==> src/rtl/zmod_scope_cfg_seq.sv <==
// Zmod Scope front-end configuration sequencer: AD9648 3-wire SPI init
// table followed by one-at-a-time latching relay pulses (mclk domain).
module zmod_scope_cfg_seq #(
  parameter int unsigned CLK_DIV     = 4,
  parameter int unsigned NUM_WORDS   = 4,
  parameter logic [24*NUM_WORDS-1:0] INIT_WORDS =
    {24'h00FF01, 24'h001401, 24'h000800, 24'h00003C},
  parameter int unsigned RELAY_PULSE = 1250000,
  parameter int unsigned RELAY_GAP   = 125000
) (
  input  logic mclk,
  input  logic ext_rst,
  input  logic start,
  input  logic relay_req,
  input  logic ch1_ac,
  input  logic ch2_ac,
  input  logic ch1_hg,
  input  logic ch2_hg,
  output logic busy,
  output logic cfg_done,
  output logic csb,
  output logic sclk,
  output logic sdio,
  output logic sc1_ac_h,
  output logic sc1_ac_l,
  output logic sc2_ac_h,
  output logic sc2_ac_l,
  output logic sc1_gain_h,
  output logic sc1_gain_l,
  output logic sc2_gain_h,
  output logic sc2_gain_l,
  output logic com_sc_h,
  output logic com_sc_l
);

  localparam int unsigned CMAX0 =
    (RELAY_PULSE > RELAY_GAP) ? RELAY_PULSE : RELAY_GAP;
  localparam int unsigned CMAX = (CMAX0 > CLK_DIV) ? CMAX0 : CLK_DIV;
  localparam int unsigned CW = $clog2(CMAX + 1);
  localparam int unsigned WW = (NUM_WORDS > 1) ? $clog2(NUM_WORDS) : 1;

  localparam logic [CW-1:0] DIV_LAST   = CW'(CLK_DIV - 1);
  localparam logic [CW-1:0] PULSE_LAST = CW'(RELAY_PULSE - 1);
  localparam logic [CW-1:0] GAP_LAST   = CW'(RELAY_GAP - 1);
  localparam logic [WW-1:0] WORD_LAST  = WW'(NUM_WORDS - 1);

  typedef enum logic [2:0] {
    IDLE, CS_SETUP, SHIFT, CS_HOLD, CS_GAP, RLY_PULSE, RLY_GAP
  } state_t;

  state_t        state_q, state_d;
  logic [CW-1:0] cnt_q, cnt_d;
  logic [4:0]    bit_q, bit_d;
  logic          half_q, half_d;
  logic [WW-1:0] word_q, word_d;
  logic [1:0]    rly_q, rly_d;
  logic          full_q, full_d;
  logic [3:0]    set_q, set_d;
  logic          done_q, done_d;
  logic          busy_q, busy_d;
  logic          csb_q, csb_d;
  logic          sclk_q, sclk_d;
  logic          sdio_q, sdio_d;
  logic [3:0]    h_q, h_d, l_q, l_d;
  logic          comh_q, comh_d, coml_q, coml_d;
  logic [23:0]   word_bits;

  assign word_bits = INIT_WORDS[24*int'(word_d) +: 24];

  always_comb begin
    state_d = state_q;
    cnt_d   = cnt_q + CW'(1);
    bit_d   = bit_q;
    half_d  = half_q;
    word_d  = word_q;
    rly_d   = rly_q;
    full_d  = full_q;
    set_d   = set_q;
    done_d  = done_q;
    unique case (state_q)
      IDLE: begin
        cnt_d = '0;
        if (start || relay_req) begin
          set_d  = {ch2_hg, ch1_hg, ch2_ac, ch1_ac};
          full_d = start;
          word_d = '0;
          rly_d  = '0;
          state_d = start ? CS_SETUP : RLY_PULSE;
        end
      end
      CS_SETUP: if (cnt_q == DIV_LAST) begin
        state_d = SHIFT;
        cnt_d   = '0;
        bit_d   = 5'd23;
        half_d  = 1'b0;
      end
      SHIFT: if (cnt_q == DIV_LAST) begin
        cnt_d  = '0;
        half_d = ~half_q;
        if (half_q) begin
          if (bit_q == 5'd0) state_d = CS_HOLD;
          else bit_d = bit_q - 5'd1;
        end
      end
      CS_HOLD: if (cnt_q == DIV_LAST) begin
        state_d = CS_GAP;
        cnt_d   = '0;
      end
      CS_GAP: if (cnt_q == DIV_LAST) begin
        cnt_d = '0;
        if (word_q == WORD_LAST) begin
          state_d = RLY_PULSE;
          rly_d   = '0;
        end else begin
          state_d = CS_SETUP;
          word_d  = word_q + WW'(1);
        end
      end
      RLY_PULSE: if (cnt_q == PULSE_LAST) begin
        state_d = RLY_GAP;
        cnt_d   = '0;
      end
      RLY_GAP: if (cnt_q == GAP_LAST) begin
        cnt_d = '0;
        if (rly_q == 2'd3) begin
          state_d = IDLE;
          if (full_q) done_d = 1'b1;
        end else begin
          state_d = RLY_PULSE;
          rly_d   = rly_q + 2'd1;
        end
      end
      default: state_d = IDLE;
    endcase
  end

  // Outputs are decoded from next-state so they register in step with it.
  always_comb begin
    busy_d = (state_d != IDLE);
    csb_d  = !(state_d inside {CS_SETUP, SHIFT, CS_HOLD});
    sclk_d = (state_d == SHIFT) && half_d;
    sdio_d = 1'b0;
    h_d    = '0;
    l_d    = '0;
    comh_d = 1'b0;
    coml_d = 1'b0;
    unique case (1'b1)
      state_d == CS_SETUP: sdio_d = word_bits[23];
      state_d == SHIFT:    sdio_d = word_bits[bit_d];
      state_d == CS_HOLD:  sdio_d = sdio_q;
      state_d == RLY_PULSE: begin
        h_d[rly_d] = set_d[rly_d];
        l_d[rly_d] = ~set_d[rly_d];
        coml_d     = set_d[rly_d];
        comh_d     = ~set_d[rly_d];
      end
      default: ;
    endcase
  end

  always_ff @(posedge mclk) begin
    if (ext_rst) begin
      state_q <= IDLE;
      cnt_q   <= '0;
      bit_q   <= '0;
      half_q  <= 1'b0;
      word_q  <= '0;
      rly_q   <= '0;
      full_q  <= 1'b0;
      set_q   <= '0;
      done_q  <= 1'b0;
      busy_q  <= 1'b0;
      csb_q   <= 1'b1;
      sclk_q  <= 1'b0;
      sdio_q  <= 1'b0;
      h_q     <= '0;
      l_q     <= '0;
      comh_q  <= 1'b0;
      coml_q  <= 1'b0;
    end else begin
      state_q <= state_d;
      cnt_q   <= cnt_d;
      bit_q   <= bit_d;
      half_q  <= half_d;
      word_q  <= word_d;
      rly_q   <= rly_d;
      full_q  <= full_d;
      set_q   <= set_d;
      done_q  <= done_d;
      busy_q  <= busy_d;
      csb_q   <= csb_d;
      sclk_q  <= sclk_d;
      sdio_q  <= sdio_d;
      h_q     <= h_d;
      l_q     <= l_d;
      comh_q  <= comh_d;
      coml_q  <= coml_d;
    end
  end

  assign busy       = busy_q;
  assign cfg_done   = done_q;
  assign csb        = csb_q;
  assign sclk       = sclk_q;
  assign sdio       = sdio_q;
  assign sc1_ac_h   = h_q[0];
  assign sc1_ac_l   = l_q[0];
  assign sc2_ac_h   = h_q[1];
  assign sc2_ac_l   = l_q[1];
  assign sc1_gain_h = h_q[2];
  assign sc1_gain_l = l_q[2];
  assign sc2_gain_h = h_q[3];
  assign sc2_gain_l = l_q[3];
  assign com_sc_h   = comh_q;
  assign com_sc_l   = coml_q;

endmodule

==> config.mk <==
export PLATFORM = sky130hd
export DESIGN_NAME = zmod_scope_cfg_seq
export DESIGN_NICKNAME = d
export VERILOG_FILES = /design/src/rtl/zmod_scope_cfg_seq.sv
export SDC_FILE = /design/constraint.sdc
export NUM_CORES = 1
export LEC_CHECK = 0
export ABC_AREA = 1
export BUFFER_PORTS_ARGS = -buffer_cell sky130_fd_sc_hd__clkbuf_2
export CAP_MARGIN = 20
export CORE_MARGIN = 5
export CORE_UTILIZATION = 60
export CTS_CLUSTER_DIAMETER = 150
export DETAILED_ROUTE_END_ITERATION = 10
export PLACE_DENSITY = 0.78
export SLEW_MARGIN = 5
export SYNTH_ARGS = -nofsm -noshare
export SYNTH_HDL_FRONTEND = slang
export SYNTH_SLANG_ARGS = --single-unit
==> constraint.sdc <==
create_clock -name mclk -period 5.6 [get_ports mclk]
set_input_delay 1.12 -clock mclk [delete_from_list [all_inputs] [get_ports mclk]]
set_output_delay 1.12 -clock mclk [all_outputs]
set_load 0.005 [all_outputs]
==> key figures, run 1 <==
Outcome
  – Status: complete, no violations

Power and ir drop
  – Peak supply drop: 0.166 mV
  – Pleak: 1.44 nW
  – Cell area power density: 233 nW/um^2

Flow run
  – Max-cap viol count: 0

Global routing
  – Met2 GRT Util: 0.361
  – Global route hottest layer: met2
  – Met1 GRT Util: 0.277
  – Initial antenna violation count: 0
  – Largest net degree at the start of global routing: 20
  – Vias in the first global route: 2550
  – First-pass GRT wire length: 11.0 mm
  – Gr ovfl total: 0
  – GRT Util Overall: 0.211
  – Met3 global-route usage: 0.0327

Clock network
  – CTS max path bufs: 2
  – TritonCTS Buffers: 5
  – Clock-pin slew on the worst setup and hold paths: 0.10 ns
  – Clock sink count: 54
  – CTS Hold Buffers Added: 0
  – Post_cts resized: 0
  – H-tree Lvls: 2
  – Post-CTS Setup Bufs: 0
  – Worst-skew pair later-pin latency: 0.31 ns
  – CTS tree: built
  – CTS root buf: clkbuf_8

Floorplanning
  – Std cell rows: 25
  – Die Width: 79.9 um
  – Die height: 79.9 um
  – Die ar.: 6380 um^2
  – I/O pins: 23
  – Initial core utilization: 0.620
  – Core Region: 4720 um^2

Critical path
  – WP data arrival: 2.81 ns
  – Critical path class: input pin to flip-flop
  – Internal reg-to-reg setup slack: 3.22 ns
  – CP max FO: 7
  – FF-to-FF Start: cnt_q[0]$_SDFF_PP0_
  – CP Launch Type: input pin
  – Worst Setup End Kind: flip-flop
  – R2R depth: 14
  – Worst Path Required: 5.82 ns
  – Reg-to-reg critical path endpoint: cnt_q[20]$_SDFF_PP0_

Layout
  – Syn-to-layout area delta: 9.44%
  – Most frequent cells in the layout: 97 x nand2_1, 77 x nor2_1, 58 x inv_1
  – Most common cell after layout, fill and taps aside: nand2_1
  – Layout Nets: 468
  – Inserted Diodes: 0
  – Filler Cell Count: 420
  – Fraction of layout instances using a drive strength above 1: 0.159
  – Final cell count without fillers: 525

Yosys
  – Net Count, Synth: 442
  – Syn_area_per_cell: 6.80 um^2
  – Post-Syn Instances: 431
  – Ys Warns: 0
  – Post-synthesis cell type count: 39
  – Synth Register Bits: 54
  – Synth Cell Area: 2930 um^2
  – Sequential-to-total area share from yosys stat: 0.369

STA
  – Achievable Freq: 385 MHz
  – RSZ-0062 raised after global routing: false
  – Worst Max-Slew Pin Slew: 0.550 ns
  – Setup Skew: 0.00647 ns
  – Relative slew slack: 0.630
  – Final worst-path cycle share: 0.464
  – Endpoints failing setup: 0
  – Min Tclk post-route: 2.60 ns
  – Final Hold Fails: 0
  – Slew Viols, Final: 0
  – Setup TNS: 0 ns

Placed design
  – Routability cong.: 0.869
  – Placed cells: 516
  – Number of I/O port buffers: 22
  – Post-DP HPWL: 4.88 mm

Route
  – Vias per cell: 5.21
  – WL per Instance: 12.0 um
  – Post-route DRC: 0
  – Initial drt markers: 167
  – Drt total wl: 6.30 mm
  – First-pass DRT Iterations: 5
  – Vias: 2735
  – Remaining antenna violation count: 0

Min path
  – Hold_sp: cnt_q[0]$_SDFF_PP0_
  – Worst hold path type: flip-flop to flip-flop
  – Cell depth of the worst hold path: 1
  – Hold Path Sink: cnt_q[0]$_SDFF_PP0_
==> sequential cells by signal, summed over array words and instances (netlist names) <==
signal and cells:
busy 1, rly_q 2, state_q 3, h_q 4, sclk 1, set_q 4, sdio 1, com_sc_h 1
cnt_q 21, cfg_done 1, word_q 2, bit_q 5, full_q 1, half_q 1, l_q 4, com_sc_l 1
csb 1
==> power breakdown <==
part	internal (mW)	switching (mW)
Clock	0.0905	0.133
Combinational	0.0372	0.0808
Sequential	0.400	0.00748
==> synth_stat cells <==
master    count  area (um^2)
inv_1        58          218
xnor2_1       1         8.76
a31oi_1       2         12.5
nor2_1       77          289
a221oi_1      1         8.76
o21ai_2       1         8.76
nor3b_1       1         7.51
nor2_4        3         33.8
inv_2         6         22.5
a21oi_1      10         50.1
a21boi_0      1         7.51
nand4_1      11         68.8
nand3_2       1         10.0
a21oi_2       1         8.76
o211a_1       2         20.0
o21ai_0      13         65.1
nor4_4        1         21.3
buf_2         2         10.0
nand3b_4      1         20.0
a21oi_4       2         32.5
dfxtp_1      54         1080
nor2_2       14         87.6
o21a_1        2         15.0
clkbuf_1      2         7.51
xor2_1        1         8.76
nand2_1      97          364
a21o_1        1         7.51
ha_1          3         37.5
nor2_8        1         20.0
nor4_1        3         18.8
nor3_2        2         20.0
o21ai_1       1         5.00
nand2_2       7         43.8
nor3_1       13         65.1
a211oi_1      5         37.5
mux2i_1       2         20.0
nand3_1      25          125
nand3_4       2         35.0
o22ai_1       1         6.26
==> logic make-up after synthesis <==
kind of cell | count (synthesis) | synth area share
buffers and inverters | 68 | 0.0880
and+or+nand+nor | 259 | 0.420
muxes | 2 | 0.00683
DFF | 54 | 0.369
AOI/OAI and AO/OA | 43 | 0.0974
adders and majority gates | 3 | 0.0128
xor gates and xnor gates | 2 | 0.00598
==> critical path, stage by stage <==
cell	delay (ns)
clkbuf_2	0.10
o21ai_0	0.46
buf_2	0.28
nand3_1	0.09
nor2_1	0.11
nand2_1	0.13
nand3_1	0.25
nand3b_4	0.24
nor2_2	0.04
==> worst max path at each step <==
stage	start	cells past startpoint	slack [ns]	end
after CTS	start	10	2.54	l_q[0]$_SDFF_PP0_
after global routing	start	13	2.86	sdio$_SDFFE_PP0P_
after detailed placement	start	10	2.25	l_q[0]$_SDFF_PP0_
after global placement	start	10	2.31	l_q[0]$_SDFF_PP0_
final	start	9	3.00	l_q[0]$_SDFF_PP0_
after floorplan	start	12	3.30	sdio$_SDFFE_PP0P_
==> cell type report <==
type / count / area (um^2) / area share
Clock buffer: 5 / 68.8 / 0.0215
Clock inverter: 3 / 26.3 / 0.00820
Inverter: 64 / 240 / 0.0749
Multi-Input combinational cell: 309 / 1590 / 0.496
Sequential cell: 54 / 1080 / 0.337
Tap cell: 67 / 83.8 / 0.0262
Timing Repair Buffer: 23 / 115 / 0.0359
==> through the flow <==
step | worst slack (ns) | instance area [um^2] | power, mW | util | hold WS, ns
2_1_floorplan | 3.30 | 2930 | 0.503 | - | 0.418
3_3_place_gp | 2.31 | 3110 | 0.530 | 0.657 | 0.434
3_5_place_dp | 2.25 | 3110 | 0.532 | 0.657 | 0.445
4_1_cts | 2.54 | 3200 | 0.756 | 0.678 | 0.461
5_1_grt | 2.86 | 3210 | 0.790 | 0.679 | 0.482
6_report | 3.00 | 3210 | 0.748 | 0.679 | 0.459
==> per-layer routing <==
metal	up-vias	routed length, um	share of wire
met5	-	0	0
met4	0	107	0.017
met3	13	251	0.040
met2	69	2970	0.47
met1	1230	2970	0.47
li1	1423	-	-
Note: power is estimated with default switching activity, not from simulation.
==> inputs of run 2 (changes only) <==
- ABC_AREA: 1 -> 0
- CORE_UTILIZATION: 60 -> 53
- PLACE_DENSITY: 0.78 -> 0.73
- clock period: 5.6 -> 2.27 ns (I/O delays scaled with it)
==> key figures, run 2 <==
Outcome
  – Status: finished, violations left
  – Failing checks: negative setup slack

Placed design
  – Worst slack, placed: -0.184 ns (-2.44 ns)
  – Number of I/O port buffers: 22 (unchanged)
  – Post-DP HPWL: 4.99 mm (+2.4%)
  – Routability cong.: 0.972 (+12%)
  – Placed cells: 448 (-13%)

Floorplanning
  – Die ar.: 6570 um^2 (+3.0%)
  – Initial core utilization: 0.556 (-0.0645)
  – Die Width: 81.1 um (+1.5%)
  – Core Region: 4820 um^2 (+2.0%)
  – I/O pins: 23 (unchanged)
  – Die height: 81.1 um (+1.5%)
  – Std cell rows: 25 (unchanged)

Power and ir drop
  – Comb pwr share: 0.202 (+0.044)
  – Switching power share of the total: 0.289 (-0.00641)
  – Pleak: 1.57 nW (+9.0%)
  – Peak supply drop: 0.394 mV (+140%)
  – Internal Pwr Total: 1.39 mW (+160%)
  – Switch Pwr: 0.562 mW (+150%)
  – Clock power frac: 0.288 (-0.010)
  – Sequential share of power: 0.510 (-0.034)
  – Cell area power density: 516 nW/um^2 (+120%)

Yosys
  – Compound-Gate Fraction of Synth Area: 0.128 (+0.0307)
  – Ys Warns: 0 (unchanged)
  – Synth top area share: 0.404 (+0.0349)
  – Synth Cell Area: 2680 um^2 (-8.6%)
  – Syn_area_per_cell: 8.66 um^2 (+27%)
  – Multiplexer area fraction after synthesis: 0.0341 (+0.0273)
  – Sequential-to-total area share from yosys stat: 0.404 (+0.0349)
  – Synth Register Bits: 54 (unchanged)
  – Post-Syn Instances: 309 (-28%)
  – Asr flop ratio synth: 0 (unchanged)
  – Net Count, Synth: 320 (-28%)
  – Post-synthesis cell type count: 59 (+51%)
  – EDFF count, synth: 0 (unchanged)
  – Post-synthesis adder-cell area fraction: 0.0140 (+0.00121)
  – Combinational family with the most area after synthesis: simple AND/OR/NAND/NOR gates
  – Synth top area cells: dfxtp_1 40%, nor2_1 7.6%, and3_1 4.7%, xnor2_1 3.9%, mux2i_1 3.0%
  – Most frequent cells after synthesis: 54 x dfxtp_1, 54 x nor2_1, 20 x and3_1
  – Top cell type by total area after synthesis: dfxtp_1
  – Synth Area in XOR/XNOR: 0.0655 (+0.0595)
  – Post-Synth Simple-Gate Area: 0.330 (-0.0903)
  – Most used flip-flop cell after synthesis: dfxtp_1

Critical path
  – Buf+Inv Stages, Crit Path: 3 (+1)
  – Crit path top cell by count: buf_4
  – WP data arrival: 2.64 ns (-0.17 ns)
  – CP max stage cell: nor4_4
  – Critical path class: flip-flop to flip-flop
  – Critical-path cell list: nor4_4, nand3_2, buf_4, buf_2, nor3_1, o21ai_2, a21boi_4, buf_4, nand2b_1, nor4_1
  – CP max FO: 6 (-1)
  – Worst Path Required: 2.50 ns (-3.32 ns)
  – Top delay family on crit path: simple AND/OR/NAND/NOR gates
  – Slowest stage delay, CP: 0.38 ns (-0.08 ns)
  – Worst Setup End Kind: flip-flop
  – CP Launch Type: flip-flop
  – Internal reg-to-reg setup slack: -0.14 ns (-3.36 ns)

Route
  – Vias per cell: 5.79 (+11%)
  – Vias: 2704 (-1.1%)
  – Routed wl met2: 3.53 mm (+19%)
  – First-pass DRT Iterations: 6 (+1)
  – Drt total wl: 7.47 mm (+19%)
  – Met1 WL: 3.37 mm (+13%)
  – Post-route DRC: 0 (unchanged)
  – WL per Instance: 16.0 um (+33%)
  – Initial drt markers: 246 (+47%)
  – Top sig layer: met4
  – Remaining antenna violation count: 0 (unchanged)
  – Met3 WL: 338 um (+35%)

Layout
  – Largest register FFs: 21 (unchanged)
  – Util after Layout: 0.783 (+0.105)
  – Most frequent cells in the layout: 68 x buf_4, 53 x nor2_1, 48 x dfxtp_1
  – Layout Nets: 410 (-12%)
  – Most common cell after layout, fill and taps aside: buf_4
  – Most flop-heavy register: cnt_q
  – Syn-to-layout area delta: 41.0%
  – Largest regs: cnt_q: 21 flops, bit_q: 5 flops
  – Fraction of layout instances using a drive strength above 1: 0.395 (+0.236)
  – Final cell count without fillers: 467 (-11%)
  – Inserted Diodes: 0 (unchanged)

Flow run
  – Max-cap viol count: 0 (unchanged)

Clock network
  – CTS tree: built
  – CTS max path bufs: 2 (unchanged)
  – Clock-pin slew on the worst setup and hold paths: 0.11 ns (about the same)
  – TritonCTS Buffers: 5 (unchanged)
  – CTS Hold Buffers Added: 0 (unchanged)
  – Clock sink count: 54 (unchanged)
  – CTS root buf: clkbuf_8
  – Worst-skew pair later-pin latency: 0.32 ns (about the same)
  – H-tree Lvls: 2 (unchanged)

STA
  – Min Tclk post-route: 2.41 ns
  – Relative slew slack: 0.680 (+0.0505)
  – RSZ-0062 raised after global routing: true
  – Setup Skew: 0.0142 ns (+0.00773 ns)
  – Final worst-path cycle share: 1.06
  – Worst Max-Slew Pin Slew: 0.473 ns (-0.0761 ns)
  – Worst Slack Setup Final: -0.142 ns (-3.14 ns)
  – Final Hold Fails: 0 (unchanged)
  – Endpoints failing setup: 9 (+9)
  – Setup TNS: -0.417 ns (-0.417 ns)
  – Achievable Freq: 415 MHz
  – Slew Viols, Final: 0 (unchanged)

Global routing
  – Gr ovfl total: 0 (unchanged)
  – First-pass GRT wire length: 12.4 mm (+13%)
  – GRT Util Overall: 0.241 (+0.0302)
  – Vias in the first global route: 2672 (+4.8%)
  – Largest net degree at the start of global routing: 22 (+10%)
  – Initial antenna violation count: 0 (unchanged)

Min path
  – Worst hold path type: input pin to flip-flop
-- run 2: cell types whose count changed after synthesis, moves of 6 or more --
cell      delta
mux2i_1      +6
clkbuf_1     +6
nor2_2      -14
o21ai_0     -10
and3_1      +20
xnor2_1     +11
xor2_1       +7
inv_2        -6
nand2_1     -78
nor2_1      -23
nand2_2      -7
inv_1       -51
nand3_1     -11
-- run 2: final cells by class --
type	count	area, um^2
clock buffer	5	68.8
clock inverter	3	22.5
fill	326	1040
inverter	7	26.3
multi-input combinational	238	1820
sequential	54	1090
tap	67	83.8
timing repair buffer	93	657
-- run 2: power groups by stage --
stage               logic (mW)  registers, mW  clock network, mW
floorplan                0.175           1.01                  0
global placement         0.311           1.01                  0
detailed placement       0.314           1.01                  0
CTS                      0.360          0.993              0.568
global route             0.431          0.998              0.607
finish                   0.394          0.994              0.560
-- run 2: logic make-up (layout without fill, tap and decap cells) --
family                   Yosys count  in the layout
flip-flops                        54             54
buffers and inverters             17            108
XOR/XNOR                          20             20
adder cells (fa/ha/maj)            3              3
AO/OA/AOI/OAI                     44             44
AND/OR/NAND/NOR                  162            162
multiplexers                       9              9
-- run 2: what timing repair did --
item | 4_1_cts | 5_1_grt
pin swaps | 17 | 12
gates cloned | 1 | 0
buffers inserted | 7 | 3
endpoints found under the setup margin | 12 | 16
hold endpoints to repair | 0 | 0
gates resized for setup | 46 | 18
-- run 2: worst paths after layout --
kind                               from               endpoint  cells after the start
hold reg to reg   cfg_done$_SDFFE_PP0P_  cfg_done$_SDFFE_PP0P_                      2
setup / recovery    cnt_q[4]$_SDFF_PP0_      sdio$_SDFFE_PP0P_                     10
setup reg to reg    cnt_q[4]$_SDFF_PP0_      sdio$_SDFFE_PP0P_                     10
hold / removal                  ext_rst    bit_q[0]$_SDFF_PP0_                      2
-- run 2: stage by stage --
step	hold slack [ns]	power (mW)	instance area, um^2
after floorplan	0.416	1.19	2700
after global placement	0.478	1.32	3310
after detailed placement	0.496	1.33	3310
after CTS	0.475	1.92	3650
after global routing	0.500	2.04	3770
final	0.493	1.95	3770
-- run 2: worst reg2reg max path, cell delays in order (launching register included) --
cell and delay (ns):
dfxtp_2 0.35, nor4_4 0.38, nand3_2 0.16, buf_4 0.16, buf_2 0.18, nor3_1 0.32
o21ai_2 0.15, a21boi_4 0.20, buf_4 0.13, nand2b_1 0.06, nor4_1 0.25
-- run 2: per-layer routing --
metal / global-route usage / vias to the layer above
met1: 0.306 / 1278
li1: - / 1300
met4: 0.0980 / 0
met5: 0 / -
met3: 0.0432 / 29
met2: 0.404 / 97
